<file path="src/rtl/apb_textbuf_pkg.sv">
// Shared constants and types for the APB text-buffer writer: register map, cursor fields,
// screen geometry defaults and the sweep FSM states.
package apb_textbuf_pkg;

    localparam int unsigned DEF_COLS      = 80;
    localparam int unsigned DEF_ROWS      = 30;
    localparam logic [7:0]  DEF_FILL_CHAR = 8'h20;

    localparam logic [7:0]  NEWLINE = 8'h0A;

    // Word index (paddr[3:2]) of each register
    localparam logic [1:0] REG_CHAR   = 2'd0;
    localparam logic [1:0] REG_CURSOR = 2'd1;
    localparam logic [1:0] REG_CTRL   = 2'd2;
    localparam logic [1:0] REG_STATUS = 2'd3;

    localparam int unsigned COL_LSB = 0;
    localparam int unsigned COL_W   = 7;
    localparam int unsigned ROW_LSB = 8;
    localparam int unsigned ROW_W   = 5;

    typedef enum logic {
        IDLE,
        CLEAR
    } state_e;

endpackage

</file>
<file path="src/rtl/textbuf_cursor.sv">
// Row/column cursor with advance, newline, load and home, plus its linear buffer address.
module textbuf_cursor
    import apb_textbuf_pkg::*;
#(
    parameter int unsigned COLS   = DEF_COLS,
    parameter int unsigned ROWS   = DEF_ROWS,
    parameter int unsigned ADDR_W = 12
) (
    input  logic              i_clk,
    input  logic              i_rst,
    input  logic              i_home,
    input  logic              i_load,
    input  logic [COL_W-1:0]  i_col,
    input  logic [ROW_W-1:0]  i_row,
    input  logic              i_inc,
    input  logic              i_newline,
    output logic [COL_W-1:0]  o_col,
    output logic [ROW_W-1:0]  o_row,
    output logic [ADDR_W-1:0] o_addr
);

    localparam logic [COL_W-1:0] COL_LAST = COL_W'(COLS - 1);
    localparam logic [ROW_W-1:0] ROW_LAST = ROW_W'(ROWS - 1);

    logic [COL_W-1:0]  r_col;
    logic [ROW_W-1:0]  r_row;
    logic [COL_W-1:0]  w_col_d;
    logic [ROW_W-1:0]  w_row_d;
    logic [ROW_W-1:0]  w_row_next;
    logic [ADDR_W-1:0] w_row_base;

    assign w_row_next = (r_row == ROW_LAST) ? '0 : r_row + 1'b1;

    always_comb begin
        w_col_d = r_col;
        w_row_d = r_row;
        if (i_home) begin
            w_col_d = '0;
            w_row_d = '0;
        end else if (i_load) begin
            w_col_d = i_col;
            w_row_d = i_row;
        end else if (i_newline) begin
            w_col_d = '0;
            w_row_d = w_row_next;
        end else if (i_inc) begin
            if (r_col == COL_LAST) begin
                w_col_d = '0;
                w_row_d = w_row_next;
            end else begin
                w_col_d = r_col + 1'b1;
            end
        end
    end

    always_ff @(posedge i_clk or posedge i_rst) begin
        if (i_rst) begin
            r_col <= '0;
            r_row <= '0;
        end else begin
            r_col <= w_col_d;
            r_row <= w_row_d;
        end
    end

    // 80 columns: row*80 = row*64 + row*16, avoiding a multiplier
    if (COLS == 80) begin : g_shift
        assign w_row_base = (ADDR_W'(r_row) << 6) + (ADDR_W'(r_row) << 4);
    end else begin : g_mult
        assign w_row_base = ADDR_W'(32'(r_row) * COLS);
    end

    assign o_addr = w_row_base + ADDR_W'(r_col);
    assign o_col  = r_col;
    assign o_row  = r_row;

endmodule

</file>
<file path="src/rtl/apb_textbuf_writer.sv">
// APB3 slave driving a text buffer write port: character writes at a cursor, newline handling
// and a hardware clear-screen sweep.
module apb_textbuf_writer
    import apb_textbuf_pkg::*;
#(
    parameter int unsigned COLS      = DEF_COLS,
    parameter int unsigned ROWS      = DEF_ROWS,
    parameter int unsigned ADDR_W    = 12,
    parameter logic [7:0]  FILL_CHAR = DEF_FILL_CHAR
) (
    input  logic              clk,
    input  logic              rst,
    input  logic              psel_i,
    input  logic              penable_i,
    input  logic              pwrite_i,
    input  logic [3:0]        paddr_i,
    input  logic [31:0]       pwdata_i,
    output logic [31:0]       prdata_o,
    output logic              pready_o,
    output logic              pslverr_o,
    output logic [7:0]        char_o,
    output logic [ADDR_W-1:0] addr_o,
    output logic              wen_o
);

    localparam logic [ADDR_W-1:0] CNT_LAST = ADDR_W'(COLS * ROWS - 1);

    state_e            r_state;
    state_e            w_state_d;
    logic [ADDR_W-1:0] r_cnt;
    logic [ADDR_W-1:0] w_cnt_d;

    logic              r_wen;
    logic [7:0]        r_char;
    logic [ADDR_W-1:0] r_addr;
    logic              w_wen_d;
    logic [7:0]        w_char_d;
    logic [ADDR_W-1:0] w_addr_d;

    logic              w_access;
    logic [1:0]        w_idx;
    logic              w_busy;
    logic              w_stall;
    logic              w_wr;
    logic              w_cur_ok;
    logic              w_char_wr;
    logic              w_is_nl;
    logic              w_cur_wr;
    logic              w_clr_go;
    logic              w_home;
    logic [COL_W-1:0]  w_col;
    logic [ROW_W-1:0]  w_row;
    logic [ADDR_W-1:0] w_cur_addr;
    logic              w_unused;

    assign w_access = psel_i & penable_i;
    assign w_idx    = paddr_i[3:2];
    assign w_busy   = (r_state == CLEAR);
    // Writes that could disturb the cursor or restart a sweep wait out the current sweep
    assign w_stall  = w_busy & pwrite_i & (w_idx != REG_STATUS);
    assign w_wr     = w_access & pwrite_i & ~w_stall;

    assign w_cur_ok  = (32'(pwdata_i[COL_LSB +: COL_W]) < COLS)
                     && (32'(pwdata_i[ROW_LSB +: ROW_W]) < ROWS);
    assign w_is_nl   = (pwdata_i[7:0] == NEWLINE);
    assign w_char_wr = w_wr & (w_idx == REG_CHAR);
    assign w_cur_wr  = w_wr & (w_idx == REG_CURSOR) & w_cur_ok;
    assign w_clr_go  = w_wr & (w_idx == REG_CTRL) & pwdata_i[0];

    assign pready_o  = ~w_stall;
    assign pslverr_o = w_wr & (((w_idx == REG_CURSOR) & ~w_cur_ok) | (w_idx == REG_STATUS));

    always_comb begin
        prdata_o = '0;
        if (w_access && !pwrite_i) begin
            unique case (w_idx)
                REG_CURSOR: prdata_o = {19'b0, w_row, 1'b0, w_col};
                REG_STATUS: prdata_o = {31'b0, w_busy};
                default:    prdata_o = '0;
            endcase
        end
    end

    textbuf_cursor #(
        .COLS   (COLS),
        .ROWS   (ROWS),
        .ADDR_W (ADDR_W)
    ) u_cursor (
        .i_clk     (clk),
        .i_rst     (rst),
        .i_home    (w_home),
        .i_load    (w_cur_wr),
        .i_col     (pwdata_i[COL_LSB +: COL_W]),
        .i_row     (pwdata_i[ROW_LSB +: ROW_W]),
        .i_inc     (w_char_wr & ~w_is_nl),
        .i_newline (w_char_wr & w_is_nl),
        .o_col     (w_col),
        .o_row     (w_row),
        .o_addr    (w_cur_addr)
    );

    always_ff @(posedge clk or posedge rst) begin
        if (rst) begin
            r_state <= IDLE;
            r_cnt   <= '0;
        end else begin
            r_state <= w_state_d;
            r_cnt   <= w_cnt_d;
        end
    end

    always_comb begin
        w_state_d = r_state;
        w_cnt_d   = r_cnt;
        unique case (r_state)
            IDLE: begin
                if (w_clr_go) begin
                    w_state_d = CLEAR;
                    w_cnt_d   = '0;
                end
            end
            CLEAR: begin
                w_cnt_d = r_cnt + 1'b1;
                if (r_cnt == CNT_LAST) begin
                    w_state_d = IDLE;
                end
            end
            default: w_state_d = IDLE;
        endcase
    end

    always_comb begin
        w_wen_d  = 1'b0;
        w_char_d = r_char;
        w_addr_d = r_addr;
        w_home   = 1'b0;
        unique case (r_state)
            IDLE: begin
                if (w_char_wr && !w_is_nl) begin
                    w_wen_d  = 1'b1;
                    w_char_d = pwdata_i[7:0];
                    w_addr_d = w_cur_addr;
                end
            end
            CLEAR: begin
                w_wen_d  = 1'b1;
                w_char_d = FILL_CHAR;
                w_addr_d = r_cnt;
                w_home   = (r_cnt == CNT_LAST);
            end
            default: ;
        endcase
    end

    always_ff @(posedge clk or posedge rst) begin
        if (rst) begin
            r_wen  <= 1'b0;
            r_char <= '0;
            r_addr <= '0;
        end else begin
            r_wen  <= w_wen_d;
            r_char <= w_char_d;
            r_addr <= w_addr_d;
        end
    end

    assign wen_o  = r_wen;
    assign char_o = r_char;
    assign addr_o = r_addr;

    assign w_unused = ^{pwdata_i[31:13], paddr_i[1:0]};

endmodule

</file>
<file path="config.mk">
export PLATFORM = sky130hd
export DESIGN_NAME = apb_textbuf_writer
export DESIGN_NICKNAME = d
export VERILOG_FILES = /design/src/rtl/apb_textbuf_pkg.sv /design/src/rtl/textbuf_cursor.sv /design/src/rtl/apb_textbuf_writer.sv
export SDC_FILE = /design/constraint.sdc
export NUM_CORES = 1
export LEC_CHECK = 0
export ABC_AREA = 1
export CORE_AREA = 3 3 107 109
export CTS_CLUSTER_DIAMETER = 80
export DETAILED_ROUTE_END_ITERATION = 12
export DIE_AREA = 0 0 110 112
export PLACE_DENSITY = 0.65
export SLEW_MARGIN = 20
export SYNTH_ARGS = -nofsm -noshare
export SYNTH_HDL_FRONTEND = slang
export SYNTH_SLANG_ARGS = --single-unit
</file>
<file path="constraint.sdc">
create_clock -name clk -period 3.12 [get_ports clk]
set_clock_uncertainty 0.05 [all_clocks]
set_input_delay 0.468 -clock clk [delete_from_list [all_inputs] [get_ports clk]]
set_output_delay 0.468 -clock clk [all_outputs]
set_load 0.02 [all_outputs]
</file>
* Word level (Yosys, flattened, before mapping)
Cells that the tools add are included.
Widths: inputs -> output; s select.
** Word-level totals
- Bits in registers :: 46
- Input port bits :: 41
- Output and inout port bits :: 55
- Word-level logic and storage cells :: 77
** Cells by class
- Add/subtract/negate cells :: 5
- Order comparisons :: 2
- Eq/ne operators :: 10
- Mux-type cells :: 25
- Bitwise logic cells :: 19
- Reduce and logical (&&, ||, !) cells :: 9
** Operator list (number)
- $pmux 12 s2 :: 2
- $mux 7 :: 5
- $mux 32 :: 1
- $mux 5 :: 6
- $pmux 13 s2 :: 1
- $mux 12 :: 2
- $pmux 8 s2 :: 1
- $and 1x1->1 :: 14
- $add 11x9->12 :: 1
- $add 12x1->12 const B :: 1
- $add 12x7->12 :: 1
- $eq 12x12->1 const B :: 1
- $eq 8x4->1 const B :: 1
- $mux 8 :: 1
- $reduce_bool 4->1 :: 2
- $add 7x1->7 const B :: 1
- $eq 7x7->1 const B :: 1
- $lt 7x7->1 const B :: 1
- $ne 2x2->1 const B :: 3
- $add 5x1->5 const B :: 1
- $eq 5x5->1 const B :: 1
- $lt 5x5->1 const B :: 1
- $eq 2x2->1 const B :: 2
- $mux 1 :: 4
- other kinds (8) :: 15

* Longest topological paths before layout
- Word-level depth :: 10
- Gate-level depth with buffers :: 12
- Depth with buffers taken out :: 12

* Cells and area by module
Synthesis repeated with hierarchy kept, for this count alone.
** Unflattened totals
- Cell total of the unflattened synthesis :: 454
- Area, all modules :: 3200.6 µm²
** By module, submodules not included
- apb_textbuf_writer :: times used 1, cells each 289, area an instance 2074.5 µm², seq. area each 850.8 µm²
- textbuf_cursor :: times used 1, cells each 165, area an instance 1126.1 µm², seq. area each 300.3 µm²

* Worst setup path after synthesis
Ideal clock, no wire load.
- Path kind :: register to register
- From :: register u_cursor.r_row[0] (netlist: u_cursor.o_row[0])
- To :: register r_addr[9] (netlist: addr_o[9])
- Setup time :: 0.138 ns
- Data arrival time :: 1.963 ns
- Data required time :: 2.932 ns
- Setup slack :: 0.970 ns
- Cell stages (with the launch flop) :: 10
- Buffers on the path :: 0
- Clock period less this slack :: 2.150 ns
- Cell sequence :: dfrtp_1 -> inv_1 -> fa_1 -> inv_1 -> fa_1 -> nand3_1 -> nand2_1 -> xor2_1 -> nand2_1 -> o211ai_1
** Between the ends
- Word-level cells in the longest chain between the ends :: 4
** RTL lines
- start, declared :: line textbuf_cursor.sv:26 : logic [ROW_W-1:0] r_row;
- start signal, assigned :: line textbuf_cursor.sv:62 : r_row <= w_row_d;
- $add 11x9->12 :: line textbuf_cursor.sv:68 : assign w_row_base = (ADDR_W'(r_row) << 6) + (ADDR_W'(r_row) << 4);
- $add 12x7->12 :: line textbuf_cursor.sv:73 : assign o_addr = w_row_base + ADDR_W'(r_col);
- $mux 12 :: line apb_textbuf_writer.sv:139 : if (w_char_wr && !w_is_nl) begin
- $pmux 12 s2 :: line apb_textbuf_writer.sv:137 : unique case (r_state)
- end signal, assigned :: line apb_textbuf_writer.sv:163 : r_addr <= w_addr_d;
- end, declared :: line apb_textbuf_writer.sv:35 : logic [ADDR_W-1:0] r_addr;
Every way passes these cells. The select of a mux whose other input is x is not followed.
A chain may end at the register's enable or synchronous reset.

* Worst setup path after layout
- From :: input paddr_i[2]
- To :: output prdata_o[1]
** Between the ends
- Word-level cells in the longest chain between the ends :: 3
- Elaborated cells between the ends (all ways) :: 4
- Classes of those cells :: eq/ne (2); mux (2)
** RTL lines
- start, declared :: line apb_textbuf_writer.sv:16 : input logic [3:0] paddr_i,
- $eq 2x2->1 or $eq 2x1->1 (tied branches) :: line apb_textbuf_writer.sv:76 : unique case (w_idx)
- $pmux 13 s2 (*) :: line apb_textbuf_writer.sv:76
- $mux 32 (*) :: line apb_textbuf_writer.sv:75 : if (w_access && !pwrite_i) begin
- end, declared :: line apb_textbuf_writer.sv:18 : output logic [31:0] prdata_o,
Every way passes the cells marked *; elsewhere a longest branch is shown, timed or not.

==> qor.txt <==
first-pass GRT wire length: 13900 um
DRC viols: 0
Cells after Synth: 435
Tmin final: 2.89 ns
synth cell count leaders: 142 x nand2_1, 48 x nor2_1, 46 x dfrtp_1
Initial Utilization: 0.295
Cell Area, Synth: 3160 um^2
worst-path fanout max: 9
pin slew with the least headroom to its limit: 0.603 ns
Die H: 112 um
sequential area share after synthesis: 0.365
largest net degree at the start of global routing: 47
Setup crit start kind: input pin
reg2reg path depth: 10
clock-pin slew on the worst setup and hold paths: 0.09 ns
num rows: 38
Post-synth EDFFs: 0
num ports: 96
Avg Cell Area, Syn: 7.26 um^2
post-route ant nets: 0
post-cts resize count: 0
# diodes: 0
R2R Path Start: u_cursor.o_row[0]$_DFFE_PP0P_
htree depth: 2
final wirelength: 8410 um
count leader, synth: nand2_1
post-CTS setup buffers: 0
hpwl dp: 6480 um
vias per inst: 4.61
Yosys Warn Count: 0
max incr delay on CP: 0.65 ns
CTS sink cnt: 46
Die W: 110 um
clk_lat worst skew: 0.31 ns
DR pass1 iterations: 4
post-synth top area cell: dfrtp_1
critical path type: in -> out
largest cells by area after synthesis: dfrtp_1 36%, nand2_1 17%, nor2_1 5.7%
Primary FF master, synth: dfrtp_1
Hold-fix buffers, CTS: 0
R2R Setup Slk: 0.68 ns
initial antenna violation count: 0
Slew Limit Fails: 0
Setup Viol. Count Final: 0
WL/cell: 13.2 um
CP most frequent cell: clkdlybuf4s50_1
Worst Slack Setup Final: 0.235 ns
Final Cycle Share: 0.925
pre-CTS setup slack: 0.232 ns
root buf cell: clkbuf_8
WP data arrival: 2.37 ns
P per Cell Area: 497 nW/um^2
share of post-route cells with drive strength above 1: 0.0665
nets: 551
CP startpoint: paddr_i[2]
asr flop ratio synth: 1.00
max cap viols: 0
CTS buffer count: 5
VDD IR max: 0.000228 V
vias in the first global route: 2861
TritonCTS clock tree: done
global router's overall resource usage: 0.142
die footprint: 12300 um^2
Area growth syn-to-layout: 24.0%
GR Overflow Total: 0
clock buffer depth: 2
final hold viol count: 0
via count: 2931
Cell Chain, Critical Path: clkdlybuf4s50_1 > inv_1 > nor2_4 > clkinv_1 > nor3_1 > clkdlybuf4s50_1
core box area: 10700 um^2
register bit total from synthesis: 46
leakage power: 1.97 nW
Synth cell types: 38
Max Freq: 347 MHz
Rel. slew slack: 0.598
WP data required: 2.60 ns
CP Buf/Inv Count: 4
Worst setup EP type: output port
Critical-path top delay cell: clkdlybuf4s50_1
I/O Buffers: 54
crit-path leading delay family: buffers and inverters
unrepaired setup endpoints after global routing: false
gpl congestion: 0.839
hold path cells: 2
crit path to: prdata_o[1]
WP depth: 6
worst reg2reg endpoint: addr_o[11]$_DFFE_PP0P_
Fin Setup TNS: 0 ns
Synth top area share: 0.365
outcome: finished, final reports clean
HP Class: reg -> reg
Iteration-0 DRC Markers: 124
## flip-flops by register name, summed over array words and instances, names as in the netlist
name / flops
u_cursor.o_col: 7
char_o: 8
addr_o: 12
r_cnt: 12
wen_o: 1
r_state: 1
u_cursor.o_row: 5
## worst reg2reg max path: cells and delay by family (launching register included)
kind	cells	cell delay, ns
buf+inv	2	0.20
flops	1	0.48
fa+ha+maj	2	1.02
compound gates	2	0.26
simple gates	4	0.32
## layer usage
| layer | GRT usage | share of wire | up-vias |
|---|---|---|---|
| met1 | 0.193 | 0.46 | 1370 |
| li1 | - | - | 1456 |
| met2 | 0.218 | 0.45 | 92 |
| met5 | 0 | 0 | - |
| met4 | 0.0333 | 0.014 | 0 |
| met3 | 0.0481 | 0.075 | 13 |
## final cells by class
class	instances	area (um^2)
clock inverters	2	37.5
multi-input cells	333	1710
repair buffers	60	586
clock buffers	6	72.6
flip-flops and latches	46	1150
fillers	1123	6780
inverters	49	186
well taps	140	175
## worst min path at each step
stage,startpoint,endpoint,slack [ns]
after floorplan,u_cursor.o_col[6]$_DFFE_PP0P_,u_cursor.o_col[6]$_DFFE_PP0P_,0.44
after global placement,char_o[3]$_DFFE_PP0P_,char_o[3]$_DFFE_PP0P_,0.41
after detailed placement,addr_o[2]$_DFFE_PP0P_,addr_o[2]$_DFFE_PP0P_,0.41
after CTS,addr_o[11]$_DFFE_PP0P_,addr_o[11]$_DFFE_PP0P_,0.45
after global routing,addr_o[5]$_DFFE_PP0P_,addr_o[5]$_DFFE_PP0P_,0.47
final,addr_o[11]$_DFFE_PP0P_,addr_o[11]$_DFFE_PP0P_,0.44
## report_power, final
| group | internal (mW) | switching (mW) | leakage (nW) | total, mW |
|---|---|---|---|---|
| logic | 0.268 | 0.357 | 1.36 | 0.625 |
| registers | 0.719 | 0.137 | 0.557 | 0.856 |
| clock network | 0.240 | 0.225 | 0.0514 | 0.465 |
## cell families after synthesis
kind of cell               count (synthesis)  synth area share
and+or+nand+nor                          248             0.347
buffers and inverters                     75             0.117
DFF                                       46             0.364
AOI/OAI and AO/OA                         42            0.0836
adders and majority gates                 15            0.0642
xor gates and xnor gates                   7            0.0194
other                                      1           0.00119
muxes                                      1           0.00317
## layout by cell type (no fill, tap or decap), types with 3 or more instances in the layout
master           instances
ha_1                    13
nand3_1                 30
clkdlybuf4s50_1         54
conb_1                  20
o22ai_1                  4
a21oi_1                 13
nand3b_1                 3
o21ai_0                 11
nor2_4                   3
o211ai_1                 4
clkbuf_8                 5
nor2_1                  48
buf_4                    6
dfrtp_1                 46
nor3_1                   9
nand2_2                  3
xor2_1                   5
inv_1                   44
nand2_1                142
o21ai_1                  4
## through the flow
| step | cell area [um^2] | hold slack, ns | utilization | power (mW) | instances |
|---|---|---|---|---|---|
| final | 3920 | 0.442 | 0.366 | 1.95 | 636 |
| after global routing | 3920 | 0.475 | 0.366 | 2.08 | 636 |
| after CTS | 3920 | 0.447 | 0.366 | 1.97 | 636 |
| after detailed placement | 3810 | 0.414 | 0.356 | 1.50 | 628 |
| after global placement | 3810 | 0.414 | 0.356 | 1.48 | 628 |
| after floorplan | 3230 | 0.442 | - | 1.26 | 454 |
Note: power is estimated with default switching activity, not from simulation.
